==> config.mk <==
export PLATFORM = sky130hd
export DESIGN_NAME = tdm_demux
export DESIGN_NICKNAME = d
export VERILOG_FILES = /design/src/rtl/tdm_demux_pkg.sv /design/src/rtl/sat_counter.sv /design/src/rtl/tdm_demux.sv
export SDC_FILE = /design/constraint.sdc
export NUM_CORES = 1
export LEC_CHECK = 0
export BUFFER_PORTS_ARGS = -buffer_cell sky130_fd_sc_hd__buf_2
export CORE_UTILIZATION = 51
export DETAILED_ROUTE_END_ITERATION = 10
export GPL_ROUTABILITY_DRIVEN = 0
export HOLD_SLACK_MARGIN = 0.1
export PLACE_DENSITY_LB_ADDON = 0.05
export RECOVER_POWER = 100
export SLEW_MARGIN = 20
export SYNTH_ARGS = -nofsm -noshare
export SYNTH_HDL_FRONTEND = slang
export SYNTH_SLANG_ARGS = --single-unit
==> constraint.sdc <==
create_clock -name clk -period 2 [get_ports clk]
set_clock_uncertainty 0.15 [all_clocks]
set_input_delay 0 -clock clk [delete_from_list [all_inputs] [get_ports clk]]
set_output_delay 0 -clock clk [all_outputs]
set_load 0.01 [all_outputs]
==> src/rtl/tdm_demux_pkg.sv <==
// Shared types and defaults for the TDM demultiplexer.
package tdm_demux_pkg;

  typedef enum logic {
    TDM_HUNT   = 1'b0,
    TDM_LOCKED = 1'b1
  } tdm_state_e;

  localparam int TDM_CH_DEFAULT = 4;

endpackage

==> src/rtl/sat_counter.sv <==
// Up-counter that sticks at all-ones; used for the optional demux statistics.
module sat_counter #(
  parameter int W = 8
) (
  input  logic         clk,
  input  logic         rst_n,
  input  logic         inc_i,
  output logic [W-1:0] cnt_o
);

  logic [W-1:0] cnt_q;
  logic [W-1:0] cnt_d;

  always_comb begin
    cnt_d = cnt_q;
    if (inc_i && (cnt_q != '1)) begin
      cnt_d = cnt_q + 1'b1;
    end
  end

  always_ff @(posedge clk or negedge rst_n) begin
    if (!rst_n) begin
      cnt_q <= '0;
    end else begin
      cnt_q <= cnt_d;
    end
  end

  assign cnt_o = cnt_q;

endmodule

==> src/rtl/tdm_demux.sv <==
// Receive end of the TDM link: slot tracking, frame reassembly and sync-loss detection.
// Define TDM_DEMUX_STATS_EN to add saturating frame/error counters (frame_cnt, err_cnt).
module tdm_demux
  import tdm_demux_pkg::*;
#(
  parameter int CH     = TDM_CH_DEFAULT,
  parameter int STAT_W = 8
) (
  input  logic                   clk,
  input  logic                   rst_n,
  input  logic                   en,
  input  logic                   din,
  input  logic                   fsync,
  output logic [CH-1:0]          dout,
  output logic                   dout_valid,
  output logic [$clog2(CH)-1:0]  slot,
  output logic                   locked,
  output logic                   sync_err
`ifdef TDM_DEMUX_STATS_EN
  ,
  output logic [STAT_W-1:0]      frame_cnt,
  output logic [STAT_W-1:0]      err_cnt
`endif
);

  localparam int SW = $clog2(CH);
  localparam logic [SW-1:0] LAST_SLOT = SW'(CH - 1);

  if (CH < 2 || CH > 16 || (CH & (CH - 1)) != 0 || STAT_W < 1) begin : g_bad_param
    $error("tdm_demux: CH must be a power of two in 2..16 and STAT_W >= 1");
  end

  tdm_state_e     state_q;
  logic [CH-1:0]  shreg_q;
  logic [CH-1:0]  dout_q;
  logic           dout_valid_q;
  logic [SW-1:0]  slot_q;
  logic           locked_q;
  logic           sync_err_q;
  logic [CH-1:0]  frame_d;

  // The completing word includes the bit arriving in the last slot this cycle.
  always_comb begin
    frame_d         = shreg_q;
    frame_d[CH-1]   = din;
  end

  always_ff @(posedge clk or negedge rst_n) begin
    if (!rst_n) begin
      state_q      <= TDM_HUNT;
      shreg_q      <= '0;
      dout_q       <= '0;
      dout_valid_q <= 1'b0;
      slot_q       <= '0;
      locked_q     <= 1'b0;
      sync_err_q   <= 1'b0;
    end else begin
      dout_valid_q <= 1'b0;
      sync_err_q   <= 1'b0;
      if (en) begin
        unique case (state_q)
          TDM_HUNT: begin
            if (fsync) begin
              shreg_q  <= {{(CH-1){1'b0}}, din};
              slot_q   <= SW'(1);
              state_q  <= TDM_LOCKED;
              locked_q <= 1'b1;
            end
          end
          TDM_LOCKED: begin
            if (fsync) begin
              // A sync anywhere but slot 0 restarts the frame; the partial word is dropped.
              sync_err_q <= (slot_q != '0);
              shreg_q    <= {{(CH-1){1'b0}}, din};
              slot_q     <= SW'(1);
            end else if (slot_q == '0) begin
              sync_err_q <= 1'b1;
              state_q    <= TDM_HUNT;
              locked_q   <= 1'b0;
            end else if (slot_q == LAST_SLOT) begin
              shreg_q[slot_q] <= din;
              dout_q          <= frame_d;
              dout_valid_q    <= 1'b1;
              slot_q          <= '0;
            end else begin
              shreg_q[slot_q] <= din;
              slot_q          <= slot_q + 1'b1;
            end
          end
          default: begin
            state_q  <= TDM_HUNT;
            locked_q <= 1'b0;
            slot_q   <= '0;
          end
        endcase
      end
    end
  end

  assign dout       = dout_q;
  assign dout_valid = dout_valid_q;
  assign slot       = slot_q;
  assign locked     = locked_q;
  assign sync_err   = sync_err_q;

`ifdef TDM_DEMUX_STATS_EN
  sat_counter #(.W(STAT_W)) u_frame_cnt (
    .clk   (clk),
    .rst_n (rst_n),
    .inc_i (dout_valid_q),
    .cnt_o (frame_cnt)
  );

  sat_counter #(.W(STAT_W)) u_err_cnt (
    .clk   (clk),
    .rst_n (rst_n),
    .inc_i (sync_err_q),
    .cnt_o (err_cnt)
  );
`endif

endmodule

### Yosys cells after proc, flatten, opt, wreduce, memory -nomap -nowiden

Cells that the tools add are included.

* add/sub/neg operators: 1
* magnitude comparators: 2
* equal/unequal tests: 5
* multiplexer cells: 29
* bitwise logic cells: 3
* reduce and logical (&&, ||, !) cells: 6

Operators with widths (count)
* $mux W1: 16
* $mux W4: 3
* $mux W2: 4
* $pmux W4 S2: 1
* $reduce_and A5 Y1: 1
* $bwmux W4: 1
* $ne A2 B2 Y1 const B: 2
* $pmux W1 S2: 2
* $pmux W2 S2: 1
* $reduce_and A4 Y1: 1
* $lt A2 B3 Y1 const B: 1
* $ne A3 B3 Y1 const B: 1
* $not A1 Y1: 3
* $reduce_and A3 Y1: 1
* $add A2 B1 Y2 const B: 1
* $demux W1 S2: 1
* $eq A2 B2 Y1 const B: 1
* $ge A2 B1 Y1 const B: 1
* $logic_not A2 Y1: 1
* $ne A2 B1 Y1 const B: 1
* $reduce_bool A2 Y1: 1
* $logic_and A1 B1 Y1: 1

* flip-flop bits (word level): 14
* word-level logic and storage cells: 53

### Depth between registers and ports, before layout

* depth after elaboration: 8
* gate-level depth with buffers: 5

### Least setup slack after synthesis

Ideal clock, no wire load.

* path kind: flip-flop to flip-flop
* start: reg slot_q[0], in the netlist slot[0]
* end: reg dout_q[0], in the netlist dout[0]
* library setup time: 125 ps
* arrival: 1521 ps
* required time: 1725 ps
* setup slack: 204 ps
* stages on the path, launching flop included: 6
* period minus slack after synthesis: 1796 ps
* cell sequence: dfrtp_1 -> inv_1 -> ha_1 -> and4bb_4 -> nand2_4 -> mux2_4

* word-level cells in the longest chain between the ends: 3

RTL lines
* start: declaration: RTL line tdm_demux.sv:37 `logic [SW-1:0] slot_q;`
* start signal: assignment: RTL line tdm_demux.sv:87 `slot_q <= slot_q + 1'b1;`
* $logic_not A2 Y1: RTL line tdm_demux.sv:76 `end else if (slot_q == '0) begin`
* $not A1 Y1 (no line)
* $reduce_and A5 Y1 (no line) (*)
* end signal: assignment: RTL line tdm_demux.sv:82 `dout_q <= frame_d;`
* end: declaration: RTL line tdm_demux.sv:35 `logic [CH-1:0] dout_q;`

Every way passes the cells marked *; elsewhere a longest branch is shown, timed or not.
A chain may end at the register's enable or synchronous reset.

### Final worst setup path

* start: reg slot_q[1], in the netlist slot[1]
* end: reg dout_q[0], in the netlist dout[0]

Same word-level chain as after synthesis.

==> flow_summary.ini <==
[timing]
hold-worst-slack_ps = 357
rsz0062_at_grt = no
max_freq_mhz = 549
finalSetupViolations = 0
layout_setup_ws_ps = 178
slew_violations = 0
tightest_slew_ps = 571
min_period_over_period_pct = 91.1
slew-limit-headroom_pct = 61.8
period_needed_ps = 1820
final_hold_viol_count = 0
setup_tns_ps = 0

[critical_path]
crit_chain = inv_1 > ha_1 > and4bb_4 > nand2_2 > mux2_1
crit_fanout = 6
cp.required_ps = 2010
cp.arrival_ps = 1830
startpoint_type = flip-flop
cpMaxStageDelayCell = dfrtp_1
endpoint_kind = flip-flop
worstSetupPathType = flip-flop to flip-flop
critPathMaxStageDelay_ps = 440
r2r_cells = 5

[routing]
dr.max_layer_used = met4
drtIter0Drc = 14
viasPerCell = 5.27
wl_per_cell_um = 13.5
vias = 495
wl_met3_um = 58
drt-met1-wl_um = 613
totalWireLength_um = 1270
drc = 0
firstDrtPassIters = 4
antenna_left = 0
wl_met2_um = 584

[layout]
areaGrowthSynthToFinish_pct = 20.1
drive_above_1_share_pct = 20.0
fin_nets = 93
antenna_cells = 0
final_common_cell = dfrtp_1
layout_common_cells = dfrtp_1, clkbuf_1, ha_1, nand2_1, dlygate4sd3_1

[power]
leakage_nw = 0.417
ir_worst_vdd_mv = 0.568
total_power_w = 0.00100
powerDensity_nw_per_um2 = 1210

[clock_tree]
cts.path.max_buffers = 2
cts_made_buffers = 3
cts_root_buffer = clkbuf_4
insertion_delay_ps = 270
clk_pin_slew_worst_paths_ps = 80
cts_tree = done
cts-htree-levels = 1
clock-sinks = 13
cts_setup_buffers = 0

[synthesis]
mappedNetlistArea_sq_um = 692
yosysWarningCount = 0
synth_nets = 69
async_flop_share_pct = 100
synth.distinct_cells = 22
avgSynthCellArea_sq_um = 12.1
yosysSeqAreaShare_pct = 47.0
synth-main-ff-cell = dfrtp_1
synth_edf_count = 0
synth_seq_cells = 13
syn_inst = 57

[grt]
grt_pass1_vias = 472
antenna_found_initial = 0
grt_pass1_wl_um = 2100
grt_util_all_layers_pct = 21.1
grt_max_degree = 14
grt_remaining_overflow = 0

[floorplanning]
fp.dieArea_sq_um = 1510
row_count = 12
coreArea_sq_um = 1190
die_height_um = 38.8
initial_core_util_pct = 58.3
io_pins = 14
die_x_um = 38.8

[placed_design]
place_ws_ps = 222
io_buffers = 13
dp_hpwl_um = 929

[hold_path]
hp-class = flip-flop to flip-flop
min_path_cells = 1

[run_status]
status = finished clean

[job]
maxCapViolCount = 0
[synthesized netlist by cell type (all sizes together), types with 2 or more instances]
cell type	n	area [sq um]
nand2	7	33.8
a21oi	4	20.0
inv	4	15.0
dfrtp	13	325
mux2	5	71.3
ha	7	87.6
a32o	2	20.0
nor2	3	11.3
[stage by stage]
| step | instances | instance area [sq um] | utilization, % |
|---|---|---|---|
| after global routing | 94 | 831 | 70.0 |
| after CTS | 94 | 857 | 72.3 |
| after global placement | 84 | 771 | 65.0 |
| after floorplan | 57 | 692 | - |
| final | 94 | 831 | 70.0 |
| after detailed placement | 84 | 771 | 65.0 |
[per-layer routing]
| layer | GRT usage [%] | up-vias |
|---|---|---|
| met1 | 26.5 | 233 |
| met5 | 0 | - |
| met3 | 3.47 | 2 |
| li1 | - | 243 |
| met2 | 34.6 | 17 |
| met4 | 10.3 | 0 |
[where the power goes]
group / internal (W) / switching (W) / total [W] / leakage (nW)
Sequential: 0.000352 / 0.0000635 / 0.000415 / 0.165
Clock: 0.0000773 / 0.0000864 / 0.000164 / 0.0150
Combinational: 0.000199 / 0.000224 / 0.000423 / 0.237
Total: 0.000628 / 0.000374 / 0.00100 / 0.417
[final timing paths]
path                       startpoint  endpoint  slack (ps)
hold reg to reg            shreg_q[1]   dout[1]         360
min in group asynchronous       rst_n   dout[1]         620
setup reg to reg              slot[1]   dout[0]         180
setup / recovery              slot[1]   dout[0]         180
hold / removal             shreg_q[1]   dout[1]         360
max in group asynchronous       rst_n   slot[0]         700
[cell families after synthesis]
family	after synthesis	share of synthesized area, %
simple gates	17	15.4
flops	13	47.0
compound gates	9	9.40
fa+ha+maj	7	12.7
mux	6	11.8
buf+inv	5	3.80
[cell type report]
| cell class | count | area (sq um) |
|---|---|---|
| fillers | 102 | 355 |
| well taps | 14 | 17.5 |
| repair buffers | 20 | 119 |
| inverters | 4 | 15.0 |
| multi-input cells | 39 | 328 |
| clock buffers | 4 | 26.3 |
| flip-flops and latches | 13 | 325 |
[worst max-delay path: cells and delay by family (launching register included)]
kind                     cells  cell delay, ps
AND/OR/NAND/NOR              2             450
adder cells (fa/ha/maj)      1             230
flip-flops                   1             440
multiplexers                 1             330
buffers and inverters        1             110
[what timing repair did]
item,CTS,global route
endpoints found under the hold margin,23,0
hold buffers,6,0
gates resized for setup,0,0
[state kept, by name, summed over array words and instances (netlist names)]
signal and cells:
slot 2, state_q 1, dout 4, shreg_q 3, sync_err 1, locked 1, dout_valid 1
Power figures use the tool's default switching activity.
